## src/rtl/ipd_saturado.sv

```systemverilog
// Sequential I-PD servo controller: one shared multiplier, round half-up,
// saturating output with clamp-based anti-windup.
module ipd_saturado #(
  parameter int unsigned W = 13,
  parameter int unsigned F = 8,
  parameter int unsigned G = 4
) (
  input  logic                clk,
  input  logic                rst,
  input  logic                en,
  input  logic                clr,
  input  logic signed [W-1:0] Ref,
  input  logic signed [W-1:0] Pot,
  input  logic signed [W-1:0] Ki,
  input  logic signed [W-1:0] Kp,
  input  logic signed [W-1:0] Kd,
  output logic signed [W-1:0] salida,
  output logic                done,
  output logic                busy,
  output logic                sat
);

  localparam int unsigned AW = W + G;
  localparam int unsigned EW = W + 1;
  localparam int unsigned MW = W + 2;
  localparam int unsigned PW = MW + W;

  localparam logic signed [PW-1:0] RND   = PW'(1) << (F - 1);
  localparam logic signed [AW-1:0] U_MAX = AW'((2 ** (W - 1)) - 1);
  localparam logic signed [AW-1:0] U_MIN = ~U_MAX;

  typedef enum logic [2:0] {
    IDLE  = 3'd0,
    LOAD  = 3'd1,
    MUL_I = 3'd2,
    MUL_P = 3'd3,
    MUL_D = 3'd4,
    SUM   = 3'd5
  } state_t;

  state_t state, state_n;

  logic signed [W-1:0]  ref_q, pot_q, ki_q, kp_q, kd_q;
  logic signed [W-1:0]  y1_q, y2_q, u1_q;
  logic signed [EW-1:0] e_q, d1_q;
  logic signed [MW-1:0] d2_q;
  logic signed [AW-1:0] acc_q;

  logic signed [MW-1:0] mul_a;
  logic signed [W-1:0]  mul_b;
  logic signed [PW-1:0] prod;
  logic signed [PW-1:0] prod_rnd;
  logic signed [AW-1:0] term;
  logic signed [W-1:0]  clamp_val;
  logic                 clamp_hit;

  // State register
  always_ff @(posedge clk or negedge rst) begin
    if (!rst) state <= IDLE;
    else      state <= state_n;
  end

  // Next-state: fixed six-cycle sequence per accepted sample
  always_comb begin
    state_n = state;
    unique case (state)
      IDLE:    if (en) state_n = LOAD;
      LOAD:    state_n = MUL_I;
      MUL_I:   state_n = MUL_P;
      MUL_P:   state_n = MUL_D;
      MUL_D:   state_n = SUM;
      SUM:     state_n = IDLE;
      default: state_n = IDLE;
    endcase
  end

  // Shared multiplier operand selection
  always_comb begin
    mul_a = '0;
    mul_b = '0;
    unique case (state)
      MUL_I: begin mul_a = MW'(e_q);  mul_b = ki_q; end
      MUL_P: begin mul_a = MW'(d1_q); mul_b = kp_q; end
      MUL_D: begin mul_a = d2_q;      mul_b = kd_q; end
      default: ;
    endcase
  end

  // Product rounded half-up back to integer scale
  always_comb begin
    prod     = PW'(mul_a) * PW'(mul_b);
    prod_rnd = prod + RND;
    term     = AW'(prod_rnd >>> F);
  end

  // Output clamp to the W-bit signed range
  always_comb begin
    clamp_hit = 1'b0;
    clamp_val = acc_q[W-1:0];
    if (acc_q > U_MAX) begin
      clamp_val = U_MAX[W-1:0];
      clamp_hit = 1'b1;
    end else if (acc_q < U_MIN) begin
      clamp_val = U_MIN[W-1:0];
      clamp_hit = 1'b1;
    end
  end

  // Datapath, history and registered outputs
  always_ff @(posedge clk or negedge rst) begin
    if (!rst) begin
      ref_q  <= '0;
      pot_q  <= '0;
      ki_q   <= '0;
      kp_q   <= '0;
      kd_q   <= '0;
      y1_q   <= '0;
      y2_q   <= '0;
      u1_q   <= '0;
      e_q    <= '0;
      d1_q   <= '0;
      d2_q   <= '0;
      acc_q  <= '0;
      salida <= '0;
      done   <= 1'b0;
      busy   <= 1'b0;
      sat    <= 1'b0;
    end else begin
      done <= 1'b0;
      unique case (state)
        IDLE: begin
          if (en) begin
            ref_q <= Ref;
            pot_q <= Pot;
            ki_q  <= Ki;
            kp_q  <= Kp;
            kd_q  <= Kd;
            busy  <= 1'b1;
          end else if (clr) begin
            y1_q   <= '0;
            y2_q   <= '0;
            u1_q   <= '0;
            salida <= '0;
          end
        end
        LOAD: begin
          e_q   <= EW'(ref_q) - EW'(pot_q);
          d1_q  <= EW'(pot_q) - EW'(y1_q);
          d2_q  <= MW'(pot_q) - (MW'(y1_q) <<< 1) + MW'(y2_q);
          acc_q <= AW'(u1_q);
        end
        MUL_I: acc_q <= acc_q + term;
        MUL_P: acc_q <= acc_q - term;
        MUL_D: acc_q <= acc_q - term;
        SUM: begin
          salida <= clamp_val;
          u1_q   <= clamp_val;
          sat    <= clamp_hit;
          y2_q   <= y1_q;
          y1_q   <= pot_q;
          done   <= 1'b1;
          busy   <= 1'b0;
        end
        default: ;
      endcase
    end
  end

endmodule
```

## config.mk

```make
export PLATFORM = sky130hd
export DESIGN_NAME = ipd_saturado
export DESIGN_NICKNAME = d
export VERILOG_FILES = /design/src/rtl/ipd_saturado.sv
export SDC_FILE = /design/constraint.sdc
export NUM_CORES = 1
export LEC_CHECK = 0
export ABC_AREA = 1
export BUFFER_PORTS_ARGS = -buffer_cell sky130_fd_sc_hd__buf_2
export CORE_ASPECT_RATIO = 1.5
export CORE_MARGIN = 5
export CORE_UTILIZATION = 35
export DETAILED_ROUTE_END_ITERATION = 6
export SYNTH_ARGS = -nofsm -noshare
export SYNTH_HDL_FRONTEND = slang
export SYNTH_SLANG_ARGS = --single-unit
```

## constraint.sdc

```tcl
create_clock -name clk -period 9.6 [get_ports clk]
set_input_delay 0.96 -clock clk [delete_from_list [all_inputs] [get_ports clk]]
set_output_delay 0.96 -clock clk [all_outputs]
set_load 0.02 [all_outputs]
```

==> results.sh <==
export IMPL_outcome="completed"
export IMPL_path_max_fanout=16
export IMPL_crit_path_end_kind="flop"
export IMPL_slew_headroom_pct=29.04
export IMPL_skew_ns=0.01376
export IMPL_yosys_warnings=0
export IMPL_synthArstFlopShare_pct=100.0
export IMPL_synthToLayoutAreaGrowth_pct=10.56
export IMPL_wl_per_cell_um=16.63
export IMPL_hold_path_class="in2async"
export IMPL_grt_pass1_wl_um=75770
export IMPL_die_w_um=188.9
export IMPL_firstDrtPassIters=5
export IMPL_netlist_area_um2=16810
export IMPL_wirelength_um=46480
export IMPL_synth_top_area_share_pct=25.31
export IMPL_fin_crit_sh_pct=93.55
export IMPL_startpoint_type="flop"
export IMPL_antenna_found_initial=0
export IMPL_die_area_um2=52600
export IMPL_numCtsBuffers=17
export IMPL_seq_area_frac_synth_pct=25.31
export IMPL_maxCapViolCount=0
export IMPL_syn_nets=2482
export IMPL_hold_buffers=0
export IMPL_fill_cells=4928
export IMPL_nets=2547
export IMPL_hold_violations=0
export IMPL_synth_most_common_cell="nand2_1"
export IMPL_fin_crit_ns=8.981
export IMPL_maxSlewViolCount=0
export IMPL_path_class="reg2reg"
export IMPL_via_count=13850
export IMPL_clk_latency_ns=0.45
export IMPL_antenna_cells=0
export IMPL_grt_max_degree=76
export IMPL_hold_ws_ns=0.3559
export IMPL_syn_avg_cell_area_um2=7.944
export IMPL_antenna_left=0
export IMPL_ys_ff_latch=170
export IMPL_core_area_um2=47580
export IMPL_cp_data_arrival_time_ns=9.32
export IMPL_pin_count=85
export IMPL_die_y_um=278.4
export IMPL_drc=0
export IMPL_grt_pass1_vias=14840
export IMPL_grtUsageTotal_pct=17.97
export IMPL_portBuffers=84
export IMPL_gp_congestion=0.9225
export IMPL_clk_pin_slew_ns=0.08
export IMPL_setup_tns_ns=0
export IMPL_start_util_pct=35.33
export IMPL_rsz0062_at_grt="no"
export IMPL_cp_slowest_cell="fa_1"
export IMPL_syn_inst=2116
export IMPL_cts_buffer_depth=2
export IMPL_drive_above_1_share_pct=9.025
export IMPL_synth_area_top_cells="dfrtp_1 25%, fa_1 22%, nand2_1 13%"
export IMPL_crit_top_cell="fa_1"
export IMPL_htreeDepth=4
export IMPL_synth_top_area_cell="dfrtp_1"
export IMPL_synth_flop_cell="dfrtp_1"
export IMPL_overflow=0
export IMPL_clock_sinks=170
export IMPL_ys_types=50
export IMPL_drtIter0Drc=615
export IMPL_netlist_top_cells_count="574 x nand2_1, 432 x inv_1, 183 x fa_1"
export IMPL_placementRows=98
export IMPL_clock_root_buffer="clkbuf_16"
export IMPL_setup_viol=0
export IMPL_synth_edf_count=0
export IMPL_place_hpwl_um=38310
export IMPL_worstMarginPinSlew_ns=1.063
export IMPL_viasPerCell=4.958
export IMPL_cts_tree="built"
export IMPL_worstPathRequired_ns=9.93
export IMPL_cpPeakStageDelay_ns=0.55
export IMPL_max_freq_mhz=111.3
[logic make-up (layout without fill, tap and decap cells)]
family,Yosys count,after routing,share of synthesized area [%]
AND/OR/NAND/NOR,761,761,18.51
buffers and inverters,512,590,11.60
AO/OA/AOI/OAI,303,303,10.27
adder cells (fa/ha/maj),297,297,30.28
flip-flops,170,170,25.31
XOR/XNOR,73,73,4.027
[critical path, delay by kind of cell (launching register included)]
| kind | cells | cell delay [ns] |
|---|---|---|
| XOR/XNOR | 2 | 0.55 |
| AND/OR/NAND/NOR | 11 | 1.75 |
| adder cells (fa/ha/maj) | 8 | 3.80 |
| AO/OA/AOI/OAI | 8 | 1.54 |
| flip-flops | 1 | 0.48 |
| buffers and inverters | 6 | 0.71 |
[placed cells by master (no fill, tap or decap), drive strengths merged, types with 2 or more instances in the layout]
cell / count
nand3: 64
o22ai: 26
dfrtp: 170
nand3b: 3
o211ai: 7
clkinv: 4
o31ai: 7
and2: 3
inv: 447
nor3: 9
ha: 114
buf: 119
nor2: 76
a22oi: 2
or2: 5
a21o: 3
xnor2: 26
nand2: 578
o21bai: 5
fa: 183
o21ai: 148
a221oi: 2
nand4: 18
a31oi: 4
nor4: 4
a21oi: 75
xor2: 47
a21boi: 3
o221ai: 13
clkbuf: 18
o21a: 5
[registers in the layout (all words and copies together), names as in the netlist, 14 cells and up]
register  count
d1_q         14
d2_q         15
acc_q        17
e_q          14
[through the flow]
| step | setup slack (ns) | area, µm² | util (%) | std cells |
|---|---|---|---|---|
| 3_3_place_gp | 0.6363 | 17950 | 37.72 | 2761 |
| 6_report | 0.6189 | 18580 | 39.06 | 2794 |
| 2_1_floorplan | 1.446 | 16810 | - | 2116 |
| 3_5_place_dp | 0.4347 | 17950 | 37.72 | 2761 |
| 4_1_cts | 0.3906 | 18540 | 38.96 | 2793 |
| 5_1_grt | 0.02505 | 18580 | 39.06 | 2794 |
[routing by layer]
layer / vias up / GRT usage, % / part of all wire [%]
met1: 6788 / 19.14 / 38
met2: 297 / 34.27 / 54
met4: 0 / 10.28 / 6.1
li1: 6642 / - / -
met3: 125 / 1.606 / 2.3
met5: - / 0 / 0
[timing repair]
action | in CTS | in global routing
gates resized for setup | 0 | 6
buffers inserted | 0 | 1
setup endpoints to repair | 0 | 2
[layout make-up]
cell class	count	area, µm²	area share (%)
Multi-Input combinational cell	1434	10630	57.22
Sequential cell	170	4257	22.91
Inverter	439	1650	8.881
Tap cell	600	750.7	4.040
Timing Repair Buffer	119	701.9	3.777
Clock buffer	18	439.2	2.363
Clock inverter	14	151.4	0.8147
[final timing paths]
kind / depth (start not counted) / endpoint / slack [ns] / from
min in group clk: 2 / kd_q[5] / 0.49 / kd_q[5]
worst min-delay path: 1 / u1_q[3] / 0.36 / rst
max in group asynchronous: 3 / pot_q[12] / 7.12 / rst
worst max register to register: 35 / acc_q[15] / 0.62 / state[0]
worst max-delay path: 35 / acc_q[15] / 0.62 / state[0]
worst min register to register: 2 / kd_q[5] / 0.49 / kd_q[5]
Power is left out: the tool's default activity adds up to more than one toggle a clock period on the data nets, which glitch-free logic cannot reach.
